==> src/rtl/fetch_decode_unit.sv <==
`default_nettype none
// ============================================================================
//  Module      : fetch_decode_unit
//  Description : Owns the PC and fetches one instruction word from
//                instruction memory per W_PC strobe. The fetch is abandoned
//                after IM_TIMEOUT cycles without a response. The word is
//                latched into IR and its fixed fields are decoded. Taken
//                branches resolved in EX redirect the next fetch.
//                Optional macro FETCH_DECODE_LINK_EN builds the LINK_PC
//                return-address register; without it LINK_PC is tied to 0.
//  Revision    : 1.0 - initial release
// ============================================================================
module fetch_decode_unit #(
  parameter int                ADDR_W     = 16,
  parameter int                DATA_W     = 32,
  parameter logic [ADDR_W-1:0] RESET_PC   = '0,
  parameter int                IM_TIMEOUT = 15,
  parameter logic [DATA_W-1:0] NOP_WORD   = 32'h3F00_0000
) (
  input  logic              CLK,
  input  logic              RESET,
  input  logic              W_PC,
  input  logic              BR_VALID,
  input  logic              BR_TAKE,
  input  logic [ADDR_W-1:0] BR_TARGET,
  output logic [ADDR_W-1:0] IM_ADDR,
  output logic              IM_RD,
  input  logic [DATA_W-1:0] IM_RDATA,
  input  logic              IM_VALID,
  output logic [ADDR_W-1:0] PC,
  output logic [DATA_W-1:0] IR,
  output logic [2:0]        TYPE,
  output logic [4:0]        OP,
  output logic [3:0]        RD,
  output logic [3:0]        RA,
  output logic [3:0]        RB,
  output logic [15:0]       IMM,
  output logic              IR_VALID,
  output logic              BUSY,
  output logic              FETCH_ERR,
  output logic [ADDR_W-1:0] LINK_PC
);

  // Counter must be able to hold IM_TIMEOUT itself.
  localparam int CNT_W = $clog2(IM_TIMEOUT + 1);

  typedef enum logic [1:0] {
    S_IDLE = 2'd0,
    S_REQ  = 2'd1,
    S_WAIT = 2'd2
  } state_t;

  state_t              state_q, state_d;
  logic [ADDR_W-1:0]   pc_q, pc_d;
  logic [ADDR_W-1:0]   im_addr_q, im_addr_d;
  logic [DATA_W-1:0]   ir_q, ir_d;
  logic                ir_valid_q, ir_valid_d;
  logic                err_q, err_d;
  logic [CNT_W-1:0]    cnt_q, cnt_d;
  logic                redir_pend_q, redir_pend_d;
  logic [ADDR_W-1:0]   redir_tgt_q, redir_tgt_d;
  logic [ADDR_W-1:0]   w_fetch_addr;
`ifdef FETCH_DECODE_LINK_EN
  logic [ADDR_W-1:0]   link_q, link_d;
`endif

  // Fetch address: a branch resolving this very cycle takes precedence over
  // a pending redirect, so a same-cycle W_PC sees the newest branch outcome.
  always_comb begin
    w_fetch_addr = pc_q;
    if (BR_VALID && BR_TAKE) begin
      w_fetch_addr = BR_TARGET;
    end else if (!BR_VALID && redir_pend_q) begin
      w_fetch_addr = redir_tgt_q;
    end
  end

  // Next-state, redirect tracking and IR update logic.
  always_comb begin
    state_d      = state_q;
    pc_d         = pc_q;
    im_addr_d    = im_addr_q;
    ir_d         = ir_q;
    ir_valid_d   = 1'b0;
    err_d        = err_q;
    cnt_d        = cnt_q;
    redir_pend_d = redir_pend_q;
    redir_tgt_d  = redir_tgt_q;
`ifdef FETCH_DECODE_LINK_EN
    link_d       = link_q;
`endif

    // Branch outcomes are recorded in every state; a fetch started in IDLE
    // below consumes (and clears) them.
    if (BR_VALID) begin
      if (BR_TAKE) begin
        redir_pend_d = 1'b1;
        redir_tgt_d  = BR_TARGET;
      end else begin
        redir_pend_d = 1'b0;
      end
    end

    case (state_q)
      S_IDLE: begin
        if (W_PC) begin
          im_addr_d    = w_fetch_addr;
          pc_d         = w_fetch_addr + ADDR_W'(1);
          redir_pend_d = 1'b0;
`ifdef FETCH_DECODE_LINK_EN
          link_d       = w_fetch_addr + ADDR_W'(1);
`endif
          state_d      = S_REQ;
        end
      end
      S_REQ: begin
        if (W_PC) begin
          err_d = 1'b1;
        end
        cnt_d   = '0;
        state_d = S_WAIT;
      end
      S_WAIT: begin
        if (W_PC) begin
          err_d = 1'b1;
        end
        if (IM_VALID) begin
          ir_d       = IM_RDATA;
          ir_valid_d = 1'b1;
          state_d    = S_IDLE;
        end else begin
          cnt_d = cnt_q + CNT_W'(1);
          if (cnt_d == CNT_W'(IM_TIMEOUT)) begin
            ir_d       = NOP_WORD;
            err_d      = 1'b1;
            ir_valid_d = 1'b1;
            state_d    = S_IDLE;
          end
        end
      end
      default: begin
        state_d = S_IDLE;
      end
    endcase
  end

  // State registers with synchronous reset.
  always_ff @(posedge CLK) begin
    if (RESET) begin
      state_q      <= S_IDLE;
      pc_q         <= RESET_PC;
      im_addr_q    <= '0;
      ir_q         <= NOP_WORD;
      ir_valid_q   <= 1'b0;
      err_q        <= 1'b0;
      cnt_q        <= '0;
      redir_pend_q <= 1'b0;
      redir_tgt_q  <= '0;
    end else begin
      state_q      <= state_d;
      pc_q         <= pc_d;
      im_addr_q    <= im_addr_d;
      ir_q         <= ir_d;
      ir_valid_q   <= ir_valid_d;
      err_q        <= err_d;
      cnt_q        <= cnt_d;
      redir_pend_q <= redir_pend_d;
      redir_tgt_q  <= redir_tgt_d;
    end
  end

`ifdef FETCH_DECODE_LINK_EN
  // Return-address register, loaded alongside PC when a fetch starts.
  always_ff @(posedge CLK) begin
    if (RESET) begin
      link_q <= '0;
    end else begin
      link_q <= link_d;
    end
  end
  assign LINK_PC = link_q;
`else
  assign LINK_PC = '0;
`endif

  assign IM_ADDR   = im_addr_q;
  assign IM_RD     = (state_q == S_REQ);
  assign PC        = pc_q;
  assign IR        = ir_q;
  assign TYPE      = ir_q[31:29];
  assign OP        = ir_q[28:24];
  assign RD        = ir_q[23:20];
  assign RA        = ir_q[19:16];
  assign RB        = ir_q[15:12];
  assign IMM       = ir_q[15:0];
  assign IR_VALID  = ir_valid_q;
  assign BUSY      = (state_q != S_IDLE);
  assign FETCH_ERR = err_q;

endmodule
`default_nettype wire

==> config.mk <==
export PLATFORM = sky130hd
export DESIGN_NAME = fetch_decode_unit
export DESIGN_NICKNAME = d
export VERILOG_FILES = /design/src/rtl/fetch_decode_unit.sv
export SDC_FILE = /design/constraint.sdc
export NUM_CORES = 1
export LEC_CHECK = 0
export ABC_CLOCK_PERIOD_IN_PS = 2550
export CAP_MARGIN = 15
export CORE_ASPECT_RATIO = 1.2
export CORE_MARGIN = 3
export CORE_UTILIZATION = 45
export CTS_BUF_LIST = sky130_fd_sc_hd__clkbuf_4
export DETAILED_ROUTE_END_ITERATION = 7
export PLACE_DENSITY = 0.84
export SLEW_MARGIN = 25
export SYNTH_ARGS = -nofsm -noshare
export SYNTH_HDL_FRONTEND = slang
export SYNTH_SLANG_ARGS = --single-unit
export TNS_END_PERCENT = 30
==> constraint.sdc <==
create_clock -name CLK -period 2.55 [get_ports CLK]
set_input_delay 0.51 -clock CLK [delete_from_list [all_inputs] [get_ports CLK]]
set_output_delay 0.51 -clock CLK [all_outputs]
set_load 0.03 [all_outputs]
; ---- After elaboration in Yosys (flattened, before gate mapping)
; Index checks and enable logic that the tools add are counted.
[word_totals]
output_inout_bits = 120
elab_cells = 51
reg_bits = 89
[classes]
eq_ne = 6
reduce_logical = 13
n_bitwise = 1
mux = 20
n_addsub = 2
[ops]
columns = cell, n
row1 = $mux 32, 2
row2 = $mux 16, 2
row3 = $add 16x1->16 const B, 1
row4 = $reduce_and 2->1, 5
row5 = $mux 1, 9
row6 = $pmux 4 s2, 1
row7 = $mux 2, 3
row8 = $pmux 2 s3, 1
row9 = $reduce_bool 2->1, 3
row10 = $add 4x1->4 const B, 1
row11 = $eq 4x4->1 const B, 1
row12 = $mux 4, 1
row13 = $ne 2x2->1 const B, 2
row14 = $ne 3x3->1 const B, 1
row15 = $eq 2x1->1 const B, 1
row16 = $eq 2x2->1 const B, 1
row17 = $logic_and 1x1->1, 2
row18 = $logic_not 2->1, 1
row19 = $pmux 1 s2, 1
row20 = $reduce_or 2->1, 1
row21 = $logic_not 1->1, 1
row22 = $not 1->1, 1

; ---- Depth between registers and ports, before layout
[logic_depth]
word_depth = 5
mapped_depth = 8
mapped_depth_nobuf = 7

; ---- Worst setup path before layout
; Ideal clock, no wire load.
[synth_timing]
path_type = input-to-reg
startpoint = input BR_VALID
endpoint = register pc_q[14] (netlist: PC[14])
cell_stages = 8
arrival_ns = 2.068
setup_slack_ns = 0.342
setup_ns = 0.140
path_cell_list = mux2i_2 > buf_6 > a221o_4 > ha_1 > nand3_2 > nor4_4 > a31o_2 > a31oi_1
[synth_via]
elab_chain_cells = 5
[synth_rtl]
columns = element, line
row1 = "start, declared", 23  ; input logic BR_VALID,
row2 = $logic_not 1->1, 73  ; end else if (!BR_VALID && redir_pend_q) begin
row3 = $logic_and 1x1->1, 73
row4 = $mux 16, 73
row5 = $mux 16 (*), 71  ; if (BR_VALID && BR_TAKE) begin
row6 = net w_fetch_addr[0], 62  ; logic [ADDR_W-1:0] w_fetch_addr;
row7 = $add 16x1->16 (*), 108  ; pc_d = w_fetch_addr + ADDR_W'(1);
row8 = "end signal, assigned", 161  ; pc_q <= pc_d;
row9 = "end, declared", 54  ; logic [ADDR_W-1:0] pc_q, pc_d;
; Mark *: on every way through the listed nets, which the timed path passes. The rest lies on a longest branch.
; A chain may end at the register's enable or synchronous reset.

; ---- Worst setup path in the final report
[layout_timing]
startpoint = register state_q[1]
endpoint = output BUSY
[layout_via]
elab_chain_cells = 1
[layout_rtl]
columns = element, line
row1 = "start, declared", 53  ; state_t state_q, state_d;
row2 = "start signal, assigned", 160  ; state_q <= state_d;
row3 = $reduce_bool 2->1, 197  ; assign BUSY = (state_q != S_IDLE);
row4 = "end, declared", 39  ; output logic BUSY,
; No other way between the ends.

==> metrics.csv <==
metric;value;unit
Setup crit end kind;primary output;
die width;95.5;um
antenna-violating nets left;0;
clock latency at the later pin of the worst-skew pair;0.44;ns
final wirelength;12200;um
commonest non-fill, non-tap cell in the layout;clkdlybuf4s50_1;
DR WL/cell;16.0;um
clock sinks;89;
most frequent cells in the layout;clkdlybuf4s50_1 (156), dfxtp_1 (89), a21oi_1 (66);
DIE HEIGHT;113;um
Post-DP Area;5860;um2
Seq cells post-synth;89;
share of cells above drive strength 1;0.126;
Port-buffer cells;157;
largest net degree at the start of global routing;55;
Synth Instances;506;
CP Class;register to primary output;
Final period util;0.952;
CP Launch Type;register;
Slew Viols, Final;0;
Antenna diodes;0;
Fin Clk Skew;0.0213;ns
hpwl dp;9430;um
Post-Syn Area;4320;um2
Final Setup Violations;0;
PwrDens;600;nW/um2
status;finished, final reports clean;
Arrival @ worst endpoint;1.92;ns
DRT Pass-1 Iters;5;
max_cap viols;0;
Netlist cell types;50;
Die Area;10800;um2
Layout area overhead;39.2;%
number of instances in the placed design;748;
VDD IR max;0.000293;V
initial antenna violation count;0;
Most used DFF post-synth;dfxtp_1;
Slew @ Worst Pin;0.980;ns
EDFF count, synth;0;
Hold Path Class;register to register;
GPL Wtd Cong;0.879;
Iter 0 DRT Violations;146;
global-route wire length before repair;18500;um
Clock transition at path regs;0.13;ns
largest cells by area after synthesis;dfxtp_1 (41%), buf_4 (9.2%), a21oi_1 (7.6%), nand2_1 (5.6%), o21ai_0 (3.7%);
Total GRT Usage;0.218;
post-synthesis sequential area ratio;0.412;
CTS Buffer Depth;2;
fin area;6020;um2
post_cts resized;0;
cts hold-fix bufs;0;
biggest area consumer among synthesized cells;dfxtp_1;
core region area;9220;um2
Yosys warning count;0;
DRC;0;
# fillers;766;
Req. time, crit path;2.04;ns
Synth top area share;0.412;
crit-path max FO;4;
Final Hold Vio Count;0;
H-Tree Level Count;3;
Std-Cell Rows;38;
leak pwr;2.22;nW
Final nets;700;
number of global-route vias before repair;3741;
Final Instance Count excl. Fillers;764;
TritonCTS Buffers;9;
postcts setup bufs;0;
CTS Root Buffer Type;clkbuf_4;
Max Freq;0.412;GHz
Via-to-Cell Ratio;5.33;
Relative slew margins;0.347;
Initial Utilization;0.469;
GRT Residual Overflow;0;
post-layout min period;2.43;ns
FFs w/ async S/R, synth;0;
RSZ-0062 raised after global routing;false;
syn avg cell area;8.55;um2
CTS tree;built;
DR vias;4071;
IO Pins;174;
==> state kept, by name, indices dropped and copies added, names as in the netlist <==
name	flops
cnt_q	4
PC	16
redir_pend_q	1
FETCH_ERR	1
state_q	2
IR_VALID	1
IM_ADDR	16
redir_tgt_q	16
IR	32
==> cells in the mapped netlist (all sizes together), types with 2 or more instances <==
master and n:
nor4 4, nand3b 2, nand4 4, a21oi 66
nand2b 3, or3 3, o21ai 33, nand3 9
nor2b 3, ha 7, nor3 8, dfxtp 89
and2 2, a221o 19, mux2i 2, and3 13
nand2 65, o221a 2, inv 9, a211oi 12
a311oi 3, a31o 4, clkbuf 24, nor2 40
xnor2 11, buf 59
==> layout make-up <==
type | count | area [um2] | area share
Multi-Input combinational cell | 340 | 2040 | 0.340
Sequential cell | 89 | 1780 | 0.296
Clock inverter | 4 | 67.6 | 0.0112
Clock buffer | 12 | 90.1 | 0.0150
Timing Repair Buffer | 190 | 1850 | 0.308
Tap cell | 120 | 150 | 0.0249
Inverter | 9 | 33.8 | 0.00561
==> stage by stage <==
stage	util	TNS [ns]	hold slack, ns	power (W)	setup WS, ns
3_3_place_gp	0.636	-0.997	0.444	0.00273	-0.193
3_5_place_dp	0.636	-1.81	0.450	0.00276	-0.247
5_1_grt	0.653	0	0.484	0.00379	0.0163
4_1_cts	0.653	0	0.467	0.00364	0.103
6_report	0.653	0	0.465	0.00361	0.123
2_1_floorplan	-	0	0.437	0.00231	0.342
==> worst max-delay path, cell delays in order (launching register included) <==
cell             delay, ns
dfxtp_1               0.39
inv_1                 0.09
ha_1                  0.23
inv_1                 0.10
clkdlybuf4s50_1       0.68
==> where the power goes <==
group | switching, W | total, W | leakage [nW] | internal [W]
Clock | 0.000454 | 0.000880 | 0.0866 | 0.000426
Combinational | 0.000655 | 0.00115 | 1.41 | 0.000497
Sequential | 0.0000880 | 0.00158 | 0.725 | 0.00149
==> per-layer routing <==
| layer | wire length, um | track usage | vias to the layer above | share of wire |
|---|---|---|---|---|
| met5 | 0 | 0 | - | 0 |
| met4 | 315 | 0.102 | 0 | 0.026 |
| met3 | 1180 | 0.0627 | 22 | 0.097 |
| met2 | 6180 | 0.382 | 192 | 0.51 |
| met1 | 4530 | 0.239 | 1885 | 0.37 |
| li1 | - | - | 1972 | - |
==> final timing paths <==
kind	startpoint	endpoint	slack, ns	cells after the start
min reg2reg	IM_ADDR[2]$_SDFFE_PP0P_	IM_ADDR[2]$_SDFFE_PP0P_	0.47	2
max	state_q[1]$_SDFFE_PP0P_	BUSY	0.12	4
max reg2reg	redir_pend_q$_SDFF_PP0_	PC[12]$_SDFFE_PP0P_	0.44	7
min	IM_ADDR[2]$_SDFFE_PP0P_	IM_ADDR[2]$_SDFFE_PP0P_	0.47	2
==> cells by family after synthesis <==
kind of cell / count (synthesis) / share of synthesized area
other cells: 1 / 0.000867
xor+xnor: 11 / 0.0223
simple gates: 158 / 0.183
flops: 89 / 0.412
buf+inv: 92 / 0.128
compound gates: 145 / 0.225
fa+ha+maj: 7 / 0.0203
mux: 3 / 0.00810
(Power assumes the default switching activity.)
